===== config.mk =====
export PLATFORM = sky130hd
export DESIGN_NAME = ofdm_cp_remover
export DESIGN_NICKNAME = d
export VERILOG_FILES = /design/src/rtl/ofdm_cp_remover_if.sv /design/src/rtl/ofdm_cp_remover.sv
export SDC_FILE = /design/constraint.sdc
export NUM_CORES = 1
export LEC_CHECK = 0
export ABC_AREA = 1
export CORE_MARGIN = 1
export CORE_UTILIZATION = 54
export CTS_CLUSTER_DIAMETER = 100
export DETAILED_ROUTE_END_ITERATION = 12
export PLACE_DENSITY = 0.81
export SYNTH_ARGS = -nofsm -noshare
export SYNTH_HDL_FRONTEND = slang
export SYNTH_SLANG_ARGS = --single-unit

===== constraint.sdc =====
create_clock -name clock_clk -period 3.7 [get_ports clock_clk]
set_input_delay 0.37 -clock clock_clk [delete_from_list [all_inputs] [get_ports clock_clk]]
set_output_delay 0.37 -clock clock_clk [all_outputs]
set_load 0.005 [all_outputs]

===== src/rtl/ofdm_cp_remover_if.sv =====
// Avalon-ST beat bundle (data/valid/ready/sop/eop/error) shared by the
// cyclic-prefix remover's sink and source sides.
interface ofdm_cp_remover_if #(
  parameter int DATA_W = 32
) ();
  logic [DATA_W-1:0] data;
  logic              valid;
  logic              ready;
  logic              sop;
  logic              eop;
  logic              err;

  modport source (output data, valid, sop, eop, err, input ready);
  modport sink   (input data, valid, sop, eop, err, output ready);
endinterface


===== src/rtl/ofdm_cp_remover.sv =====
// OFDM cyclic-prefix remover: drops cp_len leading beats per symbol, forwards NFFT.
// Optional macro OFDM_CP_REMOVER_STATS_EN adds good-symbol / error counters.
module ofdm_cp_remover_core #(
  parameter int DATA_W = 32,
  parameter int NFFT   = 32,
  parameter int CP_MAX = 8,
  parameter int CPW    = $clog2(CP_MAX + 1)
) (
  input  logic             clk_i,
  input  logic             rst_ni,
  input  logic [CPW-1:0]   cfg_cp_len_i,
  ofdm_cp_remover_if.sink   in_s,
  ofdm_cp_remover_if.source out_s,
  output logic             len_err_o
`ifdef OFDM_CP_REMOVER_STATS_EN
  ,
  output logic [15:0]      sym_cnt_o,
  output logic [15:0]      err_cnt_o
`endif
);
  localparam int PW = $clog2(NFFT);
  localparam logic [CPW-1:0] CP_MAX_L = CPW'(CP_MAX);
  localparam logic [PW-1:0]  PAY_LAST = PW'(NFFT - 1);

  typedef enum logic [1:0] {IDLE, CP_SKIP, PAYLOAD, DRAIN} state_t;
  typedef struct packed {
    logic [DATA_W-1:0] data;
    logic              sop;
    logic              eop;
    logic              err;
  } beat_t;

  state_t         state_q, state_d, phase;
  logic [CPW-1:0] cp_len_q, cp_len_d, cp_cnt_q, cp_cnt_d;
  logic [CPW-1:0] cp_eff, cp_cur, cp_pos;
  logic [PW-1:0]  pay_cnt_q, pay_cnt_d, pay_pos;
  logic           acc, fwd, good_sym;
  logic           len_err_q, len_err_d;
  beat_t          fwd_beat;

  beat_t          buf_q [2];
  beat_t          buf_d [2];
  logic [1:0]     cnt_q, cnt_d;
  logic           ready_q, pop;

  // An SOP beat re-bases the symbol before it is classified, so a restart
  // from any state is handled by the same CP/payload logic as a fresh start.
  always_comb begin
    acc       = in_s.valid & ready_q;
    cp_eff    = (cfg_cp_len_i > CP_MAX_L) ? CP_MAX_L : cfg_cp_len_i;
    state_d   = state_q;
    cp_len_d  = cp_len_q;
    cp_cnt_d  = cp_cnt_q;
    pay_cnt_d = pay_cnt_q;
    len_err_d = 1'b0;
    fwd       = 1'b0;
    good_sym  = 1'b0;
    fwd_beat  = '{data: in_s.data, sop: 1'b0, eop: 1'b0, err: in_s.err};
    phase     = state_q;
    cp_cur    = cp_len_q;
    cp_pos    = cp_cnt_q;
    pay_pos   = pay_cnt_q;

    if (acc && in_s.sop) begin
      if (state_q != IDLE) len_err_d = 1'b1;
      cp_cur   = cp_eff;
      cp_len_d = cp_eff;
      cp_pos   = '0;
      pay_pos  = '0;
      phase    = (cp_eff == '0) ? PAYLOAD : CP_SKIP;
    end

    if (acc) begin
      case (phase)
        IDLE: state_d = IDLE;
        CP_SKIP: begin
          if (in_s.eop) begin
            len_err_d = 1'b1;
            state_d   = IDLE;
          end else if (cp_pos + CPW'(1) == cp_cur) begin
            state_d   = PAYLOAD;
            pay_cnt_d = '0;
          end else begin
            state_d  = CP_SKIP;
            cp_cnt_d = cp_pos + CPW'(1);
          end
        end
        PAYLOAD: begin
          fwd          = 1'b1;
          fwd_beat.sop = (pay_pos == '0);
          if (pay_pos == PAY_LAST) begin
            fwd_beat.eop = 1'b1;
            if (in_s.eop) begin
              state_d  = IDLE;
              good_sym = ~in_s.err;
            end else begin
              state_d   = DRAIN;
              len_err_d = 1'b1;
            end
          end else if (in_s.eop) begin
            fwd_beat.eop = 1'b1;
            fwd_beat.err = 1'b1;
            len_err_d    = 1'b1;
            state_d      = IDLE;
          end else begin
            state_d   = PAYLOAD;
            pay_cnt_d = pay_pos + PW'(1);
          end
        end
        DRAIN: if (in_s.eop) state_d = IDLE;
        default: state_d = IDLE;
      endcase
    end
  end

  // Two-entry skid buffer; entry 0 is the head presented on the source.
  always_comb begin
    pop   = (cnt_q != 2'd0) & out_s.ready;
    buf_d = buf_q;
    cnt_d = cnt_q;
    case ({fwd, pop})
      2'b10: begin
        buf_d[cnt_q[0]] = fwd_beat;
        cnt_d           = cnt_q + 2'd1;
      end
      2'b01: begin
        buf_d[0] = buf_q[1];
        cnt_d    = cnt_q - 2'd1;
      end
      2'b11: begin
        if (cnt_q == 2'd1) begin
          buf_d[0] = fwd_beat;
        end else begin
          buf_d[0] = buf_q[1];
          buf_d[1] = fwd_beat;
        end
      end
      default: cnt_d = cnt_q;
    endcase
  end

  always_ff @(posedge clk_i or negedge rst_ni) begin
    if (!rst_ni) begin
      state_q   <= IDLE;
      cp_len_q  <= '0;
      cp_cnt_q  <= '0;
      pay_cnt_q <= '0;
      cnt_q     <= '0;
      buf_q[0]  <= '0;
      buf_q[1]  <= '0;
      ready_q   <= 1'b0;
      len_err_q <= 1'b0;
    end else begin
      state_q   <= state_d;
      cp_len_q  <= cp_len_d;
      cp_cnt_q  <= cp_cnt_d;
      pay_cnt_q <= pay_cnt_d;
      cnt_q     <= cnt_d;
      buf_q     <= buf_d;
      ready_q   <= (cnt_d != 2'd2);
      len_err_q <= len_err_d;
    end
  end

  assign in_s.ready  = ready_q;
  assign out_s.valid = (cnt_q != 2'd0);
  assign out_s.data  = buf_q[0].data;
  assign out_s.sop   = buf_q[0].sop;
  assign out_s.eop   = buf_q[0].eop;
  assign out_s.err   = buf_q[0].err;
  assign len_err_o   = len_err_q;

`ifdef OFDM_CP_REMOVER_STATS_EN
  logic [15:0] sym_cnt_q, err_cnt_q;

  always_ff @(posedge clk_i or negedge rst_ni) begin
    if (!rst_ni) begin
      sym_cnt_q <= '0;
      err_cnt_q <= '0;
    end else begin
      if (good_sym && (sym_cnt_q != '1)) sym_cnt_q <= sym_cnt_q + 16'd1;
      if (len_err_d && (err_cnt_q != '1)) err_cnt_q <= err_cnt_q + 16'd1;
    end
  end

  assign sym_cnt_o = sym_cnt_q;
  assign err_cnt_o = err_cnt_q;
`endif
endmodule

module ofdm_cp_remover #(
  parameter int DATA_W = 32,
  parameter int NFFT   = 32,
  parameter int CP_MAX = 8
) (
  input  logic                         clock_clk,
  input  logic                         reset_reset_n,
  input  logic [$clog2(CP_MAX+1)-1:0]  cfg_cp_len,
  input  logic [DATA_W-1:0]            asi_in0_data,
  input  logic                         asi_in0_valid,
  output logic                         asi_in0_ready,
  input  logic                         asi_in0_startofpacket,
  input  logic                         asi_in0_endofpacket,
  output logic [DATA_W-1:0]            aso_out0_data,
  output logic                         aso_out0_valid,
  input  logic                         aso_out0_ready,
  output logic                         aso_out0_startofpacket,
  output logic                         aso_out0_endofpacket,
  output logic                         aso_out0_error,
  output logic                         sts_len_err
`ifdef OFDM_CP_REMOVER_STATS_EN
  ,
  output logic [15:0]                  sts_sym_cnt,
  output logic [15:0]                  sts_err_cnt
`endif
);
  localparam int CPW = $clog2(CP_MAX + 1);

  ofdm_cp_remover_if #(.DATA_W(DATA_W)) in_if ();
  ofdm_cp_remover_if #(.DATA_W(DATA_W)) out_if ();

  assign in_if.data  = asi_in0_data;
  assign in_if.valid = asi_in0_valid;
  assign in_if.sop   = asi_in0_startofpacket;
  assign in_if.eop   = asi_in0_endofpacket;
  assign in_if.err   = 1'b0;
  assign asi_in0_ready = in_if.ready;

  assign out_if.ready           = aso_out0_ready;
  assign aso_out0_data          = out_if.data;
  assign aso_out0_valid         = out_if.valid;
  assign aso_out0_startofpacket = out_if.sop;
  assign aso_out0_endofpacket   = out_if.eop;
  assign aso_out0_error         = out_if.err;

  ofdm_cp_remover_core #(
    .DATA_W (DATA_W),
    .NFFT   (NFFT),
    .CP_MAX (CP_MAX),
    .CPW    (CPW)
  ) u_core (
    .clk_i        (clock_clk),
    .rst_ni       (reset_reset_n),
    .cfg_cp_len_i (cfg_cp_len),
    .in_s         (in_if),
    .out_s        (out_if),
    .len_err_o    (sts_len_err)
`ifdef OFDM_CP_REMOVER_STATS_EN
    ,
    .sym_cnt_o    (sts_sym_cnt),
    .err_cnt_o    (sts_err_cnt)
`endif
  );
endmodule


==> impl_metrics.yaml <==
yosys:
  synth_top_cell_by_area: "dfrtp_1"
  synth_top_area_share: 0.4522
  synth-seq-area-share: 0.4522
  ys_ff_latch: 89
  synth-main-ff-cell: "dfrtp_1"
  synth_nets: 670
  syn_inst: 615
  synth.distinct_cells: 30
  async_flop_share: 1.000
  ys_top_cells_by_area: "dfrtp_1, o21ai_0, nand2_1"
  yosysMostFrequentCell: "nand2_1"
  synth_edf_count: 0
  netlist_area_sq_um: 4925
  synth.avg_cell_area_sq_um: 8.008
  yosys_warnings: 0
  synth_commonest_cells: "nand2_1, o21ai_0, dfrtp_1"
cts:
  cts_root_buf: "clkbuf_8"
  cts_resized: 0
  clk_latency_ns: 0.37
  postCtsSetupRepairBufs: 0
  clockBufferDepth: 2
  clk_pin_slew_ns: 0.09
  numCtsBuffers: 9
  cts_tree: "built"
  h-tree-depth: 3
  cts.sinks: 89
  cts_hold_buf: 0
route:
  viasPerCell: 5.430
  num_vias: 4165
  routed_wl_microns: 10650
  post_drt_wl_per_cell_microns: 13.89
  ant_nets: 0
  drtIter0Drc: 291
  dr.pass1.iters: 5
  route.detailed.drc: 0
placement:
  dp_hpwl_microns: 7262
  portBuffers: 79
  place_congestion: 0.8423
timing:
  slew_viol_final: 0
  fmax_mhz: 326.9
  fin_setup_tns_ns: 0
  rsz0062_at_grt: "no"
  final_hold_viol_count: 0
  fin_crit_ns: 3.059
  hold_ws_ns: 0.07735
  skew_ns: 0.01284
  setup_viol: 0
  relSlewSlack: 0.4687
  period_share: 0.8267
  worst_pin_slew_ns: 0.7969
worst_hold_path:
  worstHoldPathType: "primary input to async pin"
die:
  floorplan.initialDensity: 0.5620
  fp.dieH_microns: 97.50
  ios: 80
  num_rows: 34
  core_sq_um: 8763
  die-area_sq_um: 9505
  fp.dieW_microns: 97.50
critical_path:
  cp_max_fo: 46
  crit_chain: "clkdlybuf4s50_1, nor4_1, nor2_1, inv_1, o21ai_0, inv_1, ha_1, inv_1, nor2_1, inv_1, ha_1, a21oi_1, inv_2, buf_12, o21ai_0"
  critPathRequiredTime_ns: 3.97
  r2r-start: "u_core.in_s.ready$_DFF_PN0_"
  worstPathArrival_ns: 3.33
  start_kind: "primary input"
  endpoint: "u_core.out_s.data[11]$_DFFE_PN0P_"
  end_kind: "flop"
  critPathMostFrequentCell: "inv_1"
  worstRegToRegCells: 15
  critPathKind: "primary input to flop"
  cp-startpoint: "cfg_cp_len[3]"
  slowest_delay_ns: 0.43
  rrSetupSlack_ns: 0.76
  critical_path.slowest_cell: "clkdlybuf4s50_1"
  worstReg2RegEnd: "u_core.out_s.data[9]$_DFFE_PN0P_"
global_routing:
  gr-total-overflow: 0
  grt_pass1_vias: 4052
  grt_max_degree: 64
  antenna_found_initial: 0
  track_usage: 0.2388
  grt_pass1_wl_microns: 18420
power_and_ir_drop:
  cellPowerDensity_nw_per_um2: 670.2
  p_leak_nw: 2.704
  ir_drop_mv: 0.2609
  power_mw: 3.872
run:
  drv_cap: 0
layout:
  n_antenna_cell: 0
  multi_input_area_sq_um: 2047
  area_growth_pct: 17.33
  fillers: 730
  drive_gt1_frac: 0.08194
  finalNetCount: 709
  regArea_sq_um: 2227
status:
  outcome: "complete, no violations"
[routing by layer]
layer | wire, microns | global-route usage | part of all wire
met1 | 4693 | 0.3045 | 0.44
met2 | 5364 | 0.3997 | 0.50
met3 | 476 | 0.05396 | 0.045
met4 | 116 | 0.08371 | 0.011
met5 | 0 | 0 | 0
[sequential cells by signal (all words and copies together), names as in the netlist, 2 cells and up]
name and flops:
u_core.state_q 2, u_core.cp_len_q 4, u_core.buf_q 35, u_core.out_s.data 32, u_core.cnt_q 2, u_core.pay_cnt_q 5
u_core.cp_cnt_q 4
[kinds of logic after synthesis]
logic type | after synthesis | share of synthesized area
compound gates | 191 | 0.2198
fa+ha+maj | 13 | 0.03303
buf+inv | 139 | 0.1352
flops | 89 | 0.4522
simple gates | 183 | 0.1598
[per-stage QoR]
stage	std cells	setup WS, ns	area (sq um)	util
after global routing	767	0.2415	5778	0.6593
after floorplan	615	0.9607	4925	-
after global placement	751	0.3995	5590	0.6379
final	767	0.6411	5778	0.6593
after CTS	767	0.6611	5778	0.6593
after detailed placement	751	0.2611	5590	0.6379
[report_power, final]
| group | internal, mW | switching, mW | total (mW) |
|---|---|---|---|
| logic | 0.752 | 0.920 | 1.67 |
| clock network | 0.272 | 0.372 | 0.644 |
| registers | 1.35 | 0.203 | 1.56 |
[critical path, delay by kind of cell]
family | cells | cell delay (ns)
AO/OA/AOI/OAI | 3 | 0.62
AND/OR/NAND/NOR | 3 | 0.72
adder cells (fa/ha/maj) | 2 | 0.36
buffers and inverters | 7 | 1.27
[layout by cell type (no fill, tap or decap), types with 5 or more instances in the layout]
cell type / instances
nand3_1: 24
a22oi_1: 33
o21ai_0: 120
clkdlybuf4s50_1: 78
clkbuf_8: 10
buf_4: 13
nor2_1: 16
nand2_1: 124
a21oi_1: 7
dfrtp_1: 89
o21ai_2: 7
inv_1: 72
nand4_1: 5
ha_1: 13
o21ai_1: 17
[how the worst min path moves through the flow]
stage	start	end	slack, ns	cells after the start
2_1_floorplan	reset_reset_n	u_core.buf_q[0]$_DFFE_PN0P_	0.07	0
3_3_place_gp	u_core.buf_q[19]$_DFFE_PN0P_	u_core.buf_q[19]$_DFFE_PN0P_	0.46	2
3_5_place_dp	u_core.buf_q[20]$_DFFE_PN0P_	u_core.buf_q[20]$_DFFE_PN0P_	0.47	2
4_1_cts	reset_reset_n	u_core.out_s.data[30]$_DFFE_PN0P_	0.1	1
5_1_grt	reset_reset_n	u_core.out_s.data[8]$_DFFE_PN0P_	0.12	1
6_report	reset_reset_n	u_core.out_s.data[8]$_DFFE_PN0P_	0.08	1
[final cells by class]
cell class,instances,area share
sequential,89,0.3854
multi-input combinational,387,0.3543
timing repair buffer,92,0.1555
inverter,75,0.04894
clock buffer,10,0.02382
tap,108,0.02339
clock inverter,6,0.008662
No activity file was read; power rests on OpenSTA's default activity.
